## config.mk

```make
export PLATFORM = sky130hd
export DESIGN_NAME = rvvi_slowframe_rx
export DESIGN_NICKNAME = d
export VERILOG_FILES = /design/src/rtl/rvvi_slowframe_rx.sv
export SDC_FILE = /design/constraint.sdc
export NUM_CORES = 1
export LEC_CHECK = 0
export CORE_MARGIN = 1
export CORE_UTILIZATION = 47
export CTS_BUF_LIST = sky130_fd_sc_hd__clkbuf_8
export DETAILED_ROUTE_END_ITERATION = 7
export PLACE_DENSITY_LB_ADDON = 0.05
export SYNTH_ARGS = -nofsm -noshare
export SYNTH_HDL_FRONTEND = slang
export SYNTH_SLANG_ARGS = --single-unit
```

## constraint.sdc

```tcl
create_clock -name clk -period 1.65 [get_ports clk]
set_input_delay 0.495 -clock clk [delete_from_list [all_inputs] [get_ports clk]]
set_output_delay 0.495 -clock clk [all_outputs]
set_load 0.01 [all_outputs]
```

## src/rtl/rvvi_slowframe_rx.sv

```systemverilog
// Receive-side decoder for RVVI host slow-down frames: matches the header on the
// MAC receive stream, captures the fill amount and pulses a request per valid frame.
module rvvi_slowframe_rx #(
  parameter logic [47:0] LOCAL_MAC  = 48'h0000_0000_0000,
  parameter logic [47:0] HOST_MAC   = 48'h0000_0000_0000,
  parameter logic [15:0] ETHER_TYPE = 16'h005C,
  parameter logic [15:0] SLOW_TAG   = 16'h0001
) (
  input  logic        clk,
  input  logic        resetn,
  input  logic [31:0] RxTData,
  input  logic [3:0]  RxTKeep,
  input  logic        RxTValid,
  input  logic        RxTLast,
  input  logic        RxTUser,
  output logic        RxTReady,
  output logic        HostRequestSlowDown,
  output logic [31:0] HostFiFoFillAmt,
  output logic [15:0] FramesAccepted,
  output logic [15:0] FramesRejected
);

  typedef enum logic [2:0] {
    IDLE,
    MATCH,
    CAPTURE,
    DRAIN,
    REJECT
  } rxState_t;

  rxState_t    state;
  rxState_t    stateNext;
  logic [2:0]  beatIdx;
  logic [31:0] fillShadow;
  logic [31:0] expectedWord;
  logic        beatFire;
  logic        beatMatch;
  logic        frameOk;
  logic        acceptFrame;
  logic        rejectFrame;

  assign beatFire  = RxTValid & RxTReady;
  assign beatMatch = (RxTData == expectedWord);
  assign frameOk   = ~RxTUser & (|RxTKeep);

  // Header words in little-endian lane order; beats 4+ are never compared.
  always_comb begin
    expectedWord = '0;
    case (beatIdx)
      3'd0:    expectedWord = LOCAL_MAC[31:0];
      3'd1:    expectedWord = {HOST_MAC[15:0], LOCAL_MAC[47:32]};
      3'd2:    expectedWord = HOST_MAC[47:16];
      3'd3:    expectedWord = {SLOW_TAG, ETHER_TYPE};
      default: expectedWord = '0;
    endcase
  end

  always_ff @(posedge clk or negedge resetn) begin
    if (!resetn) begin
      state <= IDLE;
    end else begin
      state <= stateNext;
    end
  end

  always_comb begin
    stateNext   = state;
    acceptFrame = 1'b0;
    rejectFrame = 1'b0;
    if (beatFire) begin
      case (state)
        IDLE: begin
          if (RxTLast) begin
            rejectFrame = 1'b1;
          end else begin
            stateNext = beatMatch ? MATCH : REJECT;
          end
        end
        MATCH: begin
          if (RxTLast) begin
            rejectFrame = 1'b1;
            stateNext   = IDLE;
          end else if (!beatMatch) begin
            stateNext = REJECT;
          end else if (beatIdx == 3'd3) begin
            stateNext = CAPTURE;
          end
        end
        CAPTURE, DRAIN: begin
          if (RxTLast) begin
            acceptFrame = frameOk;
            rejectFrame = ~frameOk;
            stateNext   = IDLE;
          end else begin
            stateNext = DRAIN;
          end
        end
        REJECT: begin
          if (RxTLast) begin
            rejectFrame = 1'b1;
            stateNext   = IDLE;
          end
        end
        default: stateNext = IDLE;
      endcase
    end
  end

  always_ff @(posedge clk or negedge resetn) begin
    if (!resetn) begin
      RxTReady            <= 1'b0;
      beatIdx             <= 3'd0;
      fillShadow          <= '0;
      HostRequestSlowDown <= 1'b0;
      HostFiFoFillAmt     <= '0;
      FramesAccepted      <= '0;
      FramesRejected      <= '0;
    end else begin
      RxTReady            <= 1'b1;
      HostRequestSlowDown <= acceptFrame;
      if (beatFire) begin
        if (RxTLast) begin
          beatIdx <= 3'd0;
        end else if (beatIdx != 3'd7) begin
          beatIdx <= beatIdx + 3'd1;
        end
      end
      if (beatFire && state == CAPTURE) begin
        fillShadow <= RxTData;
      end
      // A frame ending on beat 4 has not yet written the shadow, so take the bus.
      if (acceptFrame) begin
        HostFiFoFillAmt <= (state == CAPTURE) ? RxTData : fillShadow;
        FramesAccepted  <= FramesAccepted + 16'd1;
      end
      if (rejectFrame) begin
        FramesRejected <= FramesRejected + 16'd1;
      end
    end
  end

endmodule

```

==> reports/qor.csv <==
stage,metric,value,unit
layout,Layout area overhead,48.7,%
yosys,Syn Nets,441,
cts,TritonCTS Buffers,9,
floorplanning,die height,101,um
yosys,Netlist cell types,42,
status,status,"finished, final reports clean",
worst_setup_path,reg2reg start,RxTReady$_DFF_PN0_,
timing,RSZ-0062 raised after global routing,true,
floorplanning,Die X,101,um
yosys,largest cells by area after synthesis,"dfrtp_1 56%, mux2_2 8.0%, mux2i_1 7.1%",
worst_hold_path,class of the worst hold path,in2reg,
worst_setup_path,CP startpoint,RxTData[30],
routing,WL met3,439,um
placement,GP Congestion,0.756,
timing,Final Setup Violations,0,
worst_setup_path,Setup crit start kind,input port,
worst_setup_path,"Req. time, crit path",1.93,ns
flow_run,MaxCap Viol Count,0,
timing,Final Hold Fails,0,
worst_setup_path,Worst R2R Setup Slack,0.06,ns
yosys,yosys warns,0,
worst_setup_path,Setup CP Type,in2reg,
worst_setup_path,reg2reg end,FramesAccepted[0]$_DFFE_PN0P_,
cts,H-tree depth,3,
routing,WL/cell,15.5,um
worst_setup_path,Critical Path End,state[1]$_DFFE_PN0P_,
yosys,top-count cell post-synth,dfrtp_1,
yosys,leading area contributor after synthesis,dfrtp_1,
yosys,number of synthesized flops with an enable pin,0,
cts,clock-pin slew on the worst setup and hold paths,0.11,ns
power,Power Density,751,mW/mm2
power,clock network power share,34.2,%
routing,drt total wl,11100,um
timing,Fmax,617,MHz
worst_setup_path,cell depth of the worst setup path,5,
routing,met2 wire len,5670,um
worst_setup_path,crit path DAT,1.90,ns
floorplanning,core area,0.00942,mm2
global_routing,initial antenna violation count,1,
timing,Final TNS setup,0,ns
power,Psw,0.00130,W
placement,Port Buffers,106,
routing,Vias,3695,
worst_setup_path,worst-case reg-to-reg path depth,5,
power,internal power,0.00388,W
global_routing,Total GRT Usage,23.1,%
worst_setup_path,CP top delay family,simple AND/OR/NAND/NOR gates,
global_routing,maximum number of pins on one net before global-route repair,46,
worst_setup_path,crit-path cells,"clkdlybuf4s50_1, nor4_2, nand4_1, nor3_2, a41o_1",
yosys,"Top FF cell, synth",dfrtp_1,
worst_setup_path,largest fanout on the critical path,2,
routing,met1 WL,4790,um
yosys,Synth top area share,56.1,%
yosys,Cells after Synth,395,
cts,clk buf depth,2,
yosys,synthesized area,0.00464,mm2
layout,share of layout cells above drive strength 1,28.3,%
placement,DP Cell Count,667,
global_routing,global-route wire length before repair,18100,um
yosys,register area share after synthesis,56.1,%
worst_setup_path,Worst Setup End Kind,register,
yosys,syn avg cell area,11.7,um2
floorplanning,DIE AREA,0.0103,mm2
power,Lkg Pwr,3.49,nW
power,Logic pwr share,14.4,%
routing,DRT antenna net count,0,
floorplanning,I/O pins,107,
worst_setup_path,Worst path slowest cell,clkdlybuf4s50_1,
timing,Worst Skew,0.0199,ns
cts,CTS root buffer,clkbuf_8,
floorplanning,Rows,35,
timing,fin. max-slew vios,0,
cts,Clock Sinks,104,
routing,Max Used Layer,met5,
routing,DR vias/cell,5.17,
yosys,most frequent cells after synthesis,"104 x dfrtp_1, 48 x nand2_1, 37 x o21ai_0",
yosys,Seq cells post-synth,104,
power,Worst VDD drop,0.000500,V
cts,TritonCTS clock tree,done,
timing,Final min period,1.62,ns
power,Sw Ratio,25.1,%
floorplanning,initial core utilization,49.2,%
power,register share of total power,51.4,%
layout,Non-Filler Instances,715,
placement,HPWL after DPL,7210,um
layout,post-layout util,73.2,%
global_routing,total gr overflow,0,
routing,DRC Markers,0,
layout,Final nets,627,
worst_setup_path,CP bufs+invs,1,
routing,Iter 0 DRT Violations,93,
layout,ANT cells,0,
routing,TritonRoute pass-1 iters,4,
yosys,Synth async-reset ratio,100,%
cts,later-pin clock latency in the skew report,0.36,ns
global_routing,vias in the first global route,3718,
worst_setup_path,CP max stage delay,0.46,ns
timing,Final Cycle Share,98.2,%
[flip-flops by register name, summed over array words and instances (netlist names)]
signal,count
FramesAccepted,16
FramesRejected,16
RxTReady,1
state,3
beatIdx,3
HostFiFoFillAmt,32
HostRequestSlowDown,1
fillShadow,32
[through the flow]
step | power [W] | setup WS, ns | hold WS (ns) | area (um2)
2_1_floorplan | 0.00293 | -0.0419 | 0.199 | 4640
3_3_place_gp | 0.00336 | -0.700 | 0.401 | 6260
3_5_place_dp | 0.00338 | -0.790 | 0.403 | 6260
4_1_cts | 0.00521 | 0.00256 | 0.476 | 6760
5_1_grt | 0.00540 | -0.0462 | 0.473 | 6890
6_report | 0.00518 | 0.0289 | 0.470 | 6890
[routing by layer]
metal  track usage (%)  vias up
li1                  -     1787
met1              30.3     1805
met2              39.2       79
met3              3.38       22
met4              8.81        2
met5                 0        -
[layout make-up]
type | count | area [um2]
inverter | 3 | 13.8
fill | 719 | 2520
clock buffer | 9 | 124
clock inverter | 7 | 98.8
timing repair buffer | 192 | 1770
tap | 129 | 161
multi-input combinational | 271 | 2120
sequential | 104 | 2610
[cell families after synthesis]
logic type | Yosys count | share of synthesized area (%)
simple gates | 120 | 13.5
flops | 104 | 56.1
mux | 66 | 15.1
compound gates | 48 | 5.83
xor+xnor | 31 | 5.86
buf+inv | 20 | 2.11
fa+ha+maj | 5 | 1.35
other cells | 1 | 0.0809
[power groups by stage]
stage | Combinational [W] | Sequential (W) | Clock, W
2_1_floorplan | 0.000159 | 0.00277 | 0
3_3_place_gp | 0.000606 | 0.00275 | 0
5_1_grt | 0.000818 | 0.00267 | 0.00191
6_report | 0.000745 | 0.00266 | 0.00177
3_5_place_dp | 0.000620 | 0.00276 | 0
4_1_cts | 0.000731 | 0.00266 | 0.00182
[worst min-delay path by stage]
stage,endpoint,startpoint,cells past startpoint
after floorplan,FramesAccepted[0]$_DFFE_PN0P_,resetn,0
after global placement,HostFiFoFillAmt[18]$_DFFE_PN0P_,resetn,1
after detailed placement,HostFiFoFillAmt[17]$_DFFE_PN0P_,resetn,1
after CTS,FramesRejected[15]$_DFFE_PN0P_,FramesRejected[15]$_DFFE_PN0P_,1
after global routing,fillShadow[20]$_DFFE_PN0P_,RxTData[20],2
final,fillShadow[20]$_DFFE_PN0P_,RxTData[20],2
[cells in the final DEF, fill, tap and decap left out, drive strengths merged, types with 7 or more instances in the layout]
| cell type | n |
|---|---|
| mux2i | 33 |
| mux2 | 33 |
| buf | 86 |
| xnor2 | 24 |
| o21ai | 37 |
| nor3 | 10 |
| nand2 | 48 |
| clkdlybuf4s50 | 19 |
| nand4 | 10 |
| clkbuf | 12 |
| nand3 | 16 |
| dfrtp | 104 |
| xor2 | 7 |
| nor4 | 9 |
| dlygate4sd2 | 72 |
| dlymetal6s2s | 9 |
[worst reg2reg max path, cell delays in order (launching register included)]
cell and delay [ns]:
dfrtp_1 0.37, nand3_2 0.07, or4_4 0.56, buf_12 0.17, buf_16 0.17, xnor2_2 0.14
[repair_timing]
action                     CTS  global route
pin swaps                   16            16
hold buffers                 1             0
setup buffers               27             1
cloned                       3             0
hold endpoints to repair     4             0
gates resized for setup     98            41
setup endpoints to repair  165            39
(Power assumes the default switching activity.)
